<file path="src/rtl/fila_ctrl.sv">
// rtl/fila_ctrl.sv - push-button command stage feeding the fila byte queue
//
// Turns two raw push-buttons and an 8-bit switch bank into clean one-cycle
// enqueue/dequeue strobes plus the byte to enqueue. Each button is
// synchronised, debounced on press and on release, and edge-qualified, so
// one physical press yields exactly one queue operation.
//
// Optional feature macro: FILA_CTRL_GUARD_EN
//   defined   : refuse enqueue when len_in >= 8 and dequeue when len_in == 0,
//               pulsing reject_out instead of the operation strobe.
//   undefined : strobes always issued, reject_out stays 0, len_in unused.
//
// Ports:
//   clk_10KHz   in   1  system clock, all state on rising edge
//   reset       in   1  asynchronous active-high reset
//   sw_data_in  in   8  switch value to enqueue
//   btn_enq     in   1  raw enqueue button (asynchronous)
//   btn_deq     in   1  raw dequeue button (asynchronous)
//   len_in      in   4  queue occupancy 0..8 (guard feedback)
//   data_out    out  8  byte presented to the queue data input
//   enqueue_out out  1  one-cycle enqueue strobe
//   dequeue_out out  1  one-cycle dequeue strobe
//   reject_out  out  1  one-cycle strobe for a press refused by the guard

module fila_ctrl #(
  parameter int DEBOUNCE_CYCLES = 200
) (
  input  logic       clk_10KHz,
  input  logic       reset,
  input  logic [7:0] sw_data_in,
  input  logic       btn_enq,
  input  logic       btn_deq,
  input  logic [3:0] len_in,
  output logic [7:0] data_out,
  output logic       enqueue_out,
  output logic       dequeue_out,
  output logic       reject_out
);

  localparam int            CW       = $clog2(DEBOUNCE_CYCLES);
  localparam logic [CW-1:0] CNT_LAST = CW'(DEBOUNCE_CYCLES - 1);

  typedef enum logic [1:0] {IDLE, DEBOUNCE, FIRE, RELEASE} state_t;

  state_t        state_q, state_d;
  logic [CW-1:0] cnt_q, cnt_d;
  logic          sel_enq_q, sel_enq_d;
  logic [1:0]    enq_sync_q, enq_sync_d;
  logic [1:0]    deq_sync_q, deq_sync_d;
  logic [7:0]    data_q, data_d;
  logic          enq_q, enq_d;
  logic          deq_q, deq_d;
  logic          rej_q, rej_d;

  logic          btn_enq_s, btn_deq_s, sel_btn_s, blocked;

  assign btn_enq_s = enq_sync_q[1];
  assign btn_deq_s = deq_sync_q[1];
  // Only the button that started the debounce decides whether it survives.
  assign sel_btn_s = sel_enq_q ? btn_enq_s : btn_deq_s;

`ifdef FILA_CTRL_GUARD_EN
  assign blocked = sel_enq_q ? (len_in >= 4'd8) : (len_in == 4'd0);
`else
  logic unused_len;
  assign unused_len = ^len_in;
  assign blocked    = 1'b0;
`endif

  always_comb begin
    enq_sync_d = {enq_sync_q[0], btn_enq};
    deq_sync_d = {deq_sync_q[0], btn_deq};
    state_d    = state_q;
    cnt_d      = cnt_q;
    sel_enq_d  = sel_enq_q;
    data_d     = data_q;
    enq_d      = 1'b0;
    deq_d      = 1'b0;
    rej_d      = 1'b0;

    case (state_q)
      IDLE: begin
        if (btn_enq_s) begin
          sel_enq_d = 1'b1;
          state_d   = DEBOUNCE;
          cnt_d     = '0;
        end else if (btn_deq_s) begin
          sel_enq_d = 1'b0;
          state_d   = DEBOUNCE;
          cnt_d     = '0;
        end
      end
      DEBOUNCE: begin
        if (!sel_btn_s) begin
          state_d = IDLE;
          cnt_d   = '0;
        end else if (cnt_q == CNT_LAST) begin
          // Strobes are registered, so they are decided on the edge into FIRE.
          state_d = FIRE;
          cnt_d   = '0;
          if (blocked) begin
            rej_d = 1'b1;
          end else if (sel_enq_q) begin
            enq_d  = 1'b1;
            data_d = sw_data_in;
          end else begin
            deq_d = 1'b1;
          end
        end else begin
          cnt_d = cnt_q + 1'b1;
        end
      end
      FIRE: begin
        state_d = RELEASE;
        cnt_d   = '0;
      end
      RELEASE: begin
        // Any button activity restarts the release window.
        if (btn_enq_s || btn_deq_s) begin
          cnt_d = '0;
        end else if (cnt_q == CNT_LAST) begin
          state_d = IDLE;
          cnt_d   = '0;
        end else begin
          cnt_d = cnt_q + 1'b1;
        end
      end
      default: begin
        state_d = IDLE;
        cnt_d   = '0;
      end
    endcase
  end

  always_ff @(posedge clk_10KHz or posedge reset) begin
    if (reset) begin
      state_q    <= IDLE;
      cnt_q      <= '0;
      sel_enq_q  <= 1'b0;
      enq_sync_q <= 2'b00;
      deq_sync_q <= 2'b00;
      data_q     <= 8'h00;
      enq_q      <= 1'b0;
      deq_q      <= 1'b0;
      rej_q      <= 1'b0;
    end else begin
      state_q    <= state_d;
      cnt_q      <= cnt_d;
      sel_enq_q  <= sel_enq_d;
      enq_sync_q <= enq_sync_d;
      deq_sync_q <= deq_sync_d;
      data_q     <= data_d;
      enq_q      <= enq_d;
      deq_q      <= deq_d;
      rej_q      <= rej_d;
    end
  end

  assign data_out    = data_q;
  assign enqueue_out = enq_q;
  assign dequeue_out = deq_q;
  assign reject_out  = rej_q;

endmodule

</file>
<file path="config.mk">
export PLATFORM = sky130hd
export DESIGN_NAME = fila_ctrl
export DESIGN_NICKNAME = d
export VERILOG_FILES = /design/src/rtl/fila_ctrl.sv
export SDC_FILE = /design/constraint.sdc
export NUM_CORES = 1
export LEC_CHECK = 0
export BUFFER_PORTS_ARGS = -buffer_cell sky130_fd_sc_hd__buf_2
export CAP_MARGIN = 15
export CORE_MARGIN = 5
export CORE_UTILIZATION = 45
export CTS_BUF_LIST = sky130_fd_sc_hd__clkbuf_8 sky130_fd_sc_hd__clkbuf_16
export CTS_CLUSTER_SIZE = 16
export DETAILED_ROUTE_END_ITERATION = 6
export PLACE_DENSITY = 0.68
export SLEW_MARGIN = 20
export SYNTH_ARGS = -nofsm -noshare
export SYNTH_HDL_FRONTEND = slang
export SYNTH_SLANG_ARGS = --single-unit
</file>
<file path="constraint.sdc">
create_clock -name clk_10KHz -period 1.9 [get_ports clk_10KHz]
set_input_delay 0.285 -clock clk_10KHz [delete_from_list [all_inputs] [get_ports clk_10KHz]]
set_output_delay 0.285 -clock clk_10KHz [all_outputs]
set_load 0.03 [all_outputs]
</file>
==> flow_summary.yaml <==
placed_design:
  port_buffers: 21
  hpwlAfterDp_mm: 1.52
  gp_congestion: 0.815
sta:
  tns_ns: 0
  clock_skew_ns: 0.00782
  report.final.slew_viol_count: 0
  period_needed_ns: 1.73
  hold_violations: 0
  rsz0062_at_grt: "false"
  fmax_mhz: 578
  setup-violations-final: 0
  period_share: 0.911
yosys:
  syn-num-nets: 118
  ys_seq_area_frac: 0.520
  syn_area_sq_um: 1200
  synth-seq-cells: 25
  syn_area_per_cell_sq_um: 11.9
  ys_warn_count: 0
  synthesis.instances: 101
  ys_types: 38
hold_path:
  hp-class: "in -> async"
pwr:
  switchingPower_mw: 0.340
  combPwrFrac: 0.183
  swShare: 0.292
  ir_drop_mv: 0.613
  clock_power_share: 0.256
  power.leakage_nw: 0.668
  seqPwrFrac: 0.560
  p_per_area_nw_per_um2: 843
  internal_power_mw: 0.824
routing:
  drt_iter0_drc: 12
  vias_per_cell: 5.41
  drc: 0
  wirelength_mm: 2.06
  dr_total_vias: 833
  first_pass_iters: 4
  ant_nets: 0
  wl_per_cell_um: 13.4
die:
  fp.dieW_um: 61.7
  core_area_sq_um: 2520
  die-area_sq_um: 3810
  row_count: 18
  start_util: 0.477
  ios: 27
  die_h_um: 61.7
finish:
  n_antenna_cell: 0
  final_common_cell: "dfrtp_1"
  mostFrequentLayoutCells: "25 x dfrtp_1, 21 x buf_2, 10 x nand2_1"
  utilization: 0.548
  syn2layout_area_growth_pct: 14.8
  drive_gt1_frac: 0.323
  fin_nets: 142
clock_tree:
  cts_max_level: 1
  postCtsSetupBuffers: 0
  ctsResizeCount: 0
  clkTransAtPathRegs_ns: 0.09
  clock_sinks: 25
  ctsLongestPathBuffers: 2
  cts-root-buf: "clkbuf_8"
  cts_tree: "done"
  hold_buffers: 0
  cts_inserted_buffers: 3
  insertion_delay_ns: 0.26
global_routing:
  grt_antenna_before_repair: 0
  grt_pass1_vias: 748
  grt-ovfl-total: 0
  grt_max_degree: 26
  grt_pass1_wl_mm: 3.36
  track_usage: 0.118
worst_setup_path:
  worstSetupPathType: "reg -> reg"
  crit_fanout: 9
  critPathBufInv: 0
  crit_path_start_kind: "flop"
  crit_chain: "ha_1 > nand4_2 > nor2_8 > nand3_4 > mux2_4"
  crit_slowest_cell: "dfrtp_1"
  slowest_delay_ns: 0.39
  critPathCaptureType: "flop"
  cp_data_required_time_ns: 2.04
  arrival_ns: 1.88
  crit_family: "simple AND/OR/NAND/NOR gates"
flow_run:
  cap_viol_max_count: 0
run_status:
  status: "complete, no violations"
Yosys cell counts:
master    count  share of area
a21oi_1       1         0.0042
a211oi_1      1         0.0062
nor3b_1       1         0.0062
conb_1        1         0.0031
or3_1         3          0.016
inv_1         4          0.012
nor2b_1       1         0.0052
o31a_1        1         0.0073
buf_4         2          0.012
a311oi_1      1         0.0073
ha_1          1          0.010
and2_1        1         0.0052
o21ai_1       1         0.0042
o21ai_0       4          0.017
nor3_1        1         0.0042
nand4_2       1          0.010
o211a_1       2          0.017
o32a_1        1         0.0083
and3_1        2          0.010
and4_1        1         0.0073
nand3_1       5          0.021
a22o_1        2          0.015
nor2_8        1          0.017
buf_2         1         0.0042
nand3_4       1          0.015
mux2_4        8           0.10
nor4_4        1          0.018
a31oi_1       3          0.016
mux2_2        1         0.0094
o211ai_1      2          0.012
or3_4         1         0.0094
xnor2_1       1         0.0073
nand2_1      10          0.031
clkbuf_2      1         0.0042
dfrtp_1      25           0.52
nor2_1        4          0.012
o31ai_1       1         0.0062
nand2b_1      2          0.010
state kept, by name, indices dropped and copies added (netlist names), named ones only:
signal	flops
deq_sync_q	2
data_out	8
state_q	1
sel_enq_q	1
dequeue_out	1
enq_sync_q	2
cnt_q	8
enqueue_out	1
worst min-delay path: stages:
cell and delay, ns:
buf_2 0.10, inv_1 0.04, buf_4 0.29
routing by layer:
| metal | GRT usage | part of all wire | up-vias |
|---|---|---|---|
| met2 | 0.169 | 0.48 | 14 |
| met4 | 0.0364 | 0.0063 | 0 |
| li1 | - | - | 408 |
| met1 | 0.173 | 0.48 | 409 |
| met3 | 0.0331 | 0.040 | 2 |
| met5 | 0 | 0 | - |
cell families (layout without fill, tap and decap cells):
kind of cell               count (synthesis)  after routing  synth area share
AOI/OAI and AO/OA                         20             20             0.120
xor gates and xnor gates                   1              1           0.00728
adders and majority gates                  1              1            0.0104
buffers and inverters                      8             31            0.0332
DFF                                       25             25             0.520
muxes                                      9              9             0.109
other                                      1              1           0.00312
and+or+nand+nor                           36             36             0.198
cell type report:
type / count / area (sq um)
inverters: 4 / 15.0
repair buffers: 23 / 120
well taps: 30 / 37.5
multi-input cells: 68 / 538
clock inverters: 1 / 3.75
clock buffers: 3 / 41.3
fillers: 227 / 1140
flip-flops and latches: 25 / 626
power by group through the flow:
stage,clock network [mW],registers [mW],logic (mW)
after CTS,0.309,0.651,0.217
after global placement,0,0.657,0.210
after floorplan,0,0.644,0.178
after global routing,0.326,0.660,0.239
final,0.298,0.653,0.214
after detailed placement,0,0.662,0.217
through the flow:
stage | instance area (sq um) | total power, mW | setup slack [ns] | instances | hold slack (ns)
after floorplan | 1200 | 0.823 | 0.341 | 101 | 0.312
after global placement | 1340 | 0.867 | 0.204 | 150 | 0.333
after detailed placement | 1340 | 0.879 | 0.187 | 150 | 0.335
after CTS | 1380 | 1.18 | 0.164 | 154 | 0.0625
after global routing | 1380 | 1.23 | 0.0833 | 154 | 0.0914
final | 1380 | 1.16 | 0.169 | 154 | 0.0513
worst paths after layout:
check	slack, ns	cells after the start	from	end
hold / removal	0.05	3	reset	enq_sync_q[0]
setup / recovery	0.17	5	cnt_q[0]	data_out[4]
max in group asynchronous	1.60	3	reset	dequeue_out
min in group clk_10KHz	0.13	1	btn_enq	enq_sync_q[0]
setup reg to reg	0.17	5	cnt_q[0]	data_out[4]
hold reg to reg	0.35	0	deq_sync_q[0]	deq_sync_q[1]
Note: power is estimated with default switching activity, not from simulation.
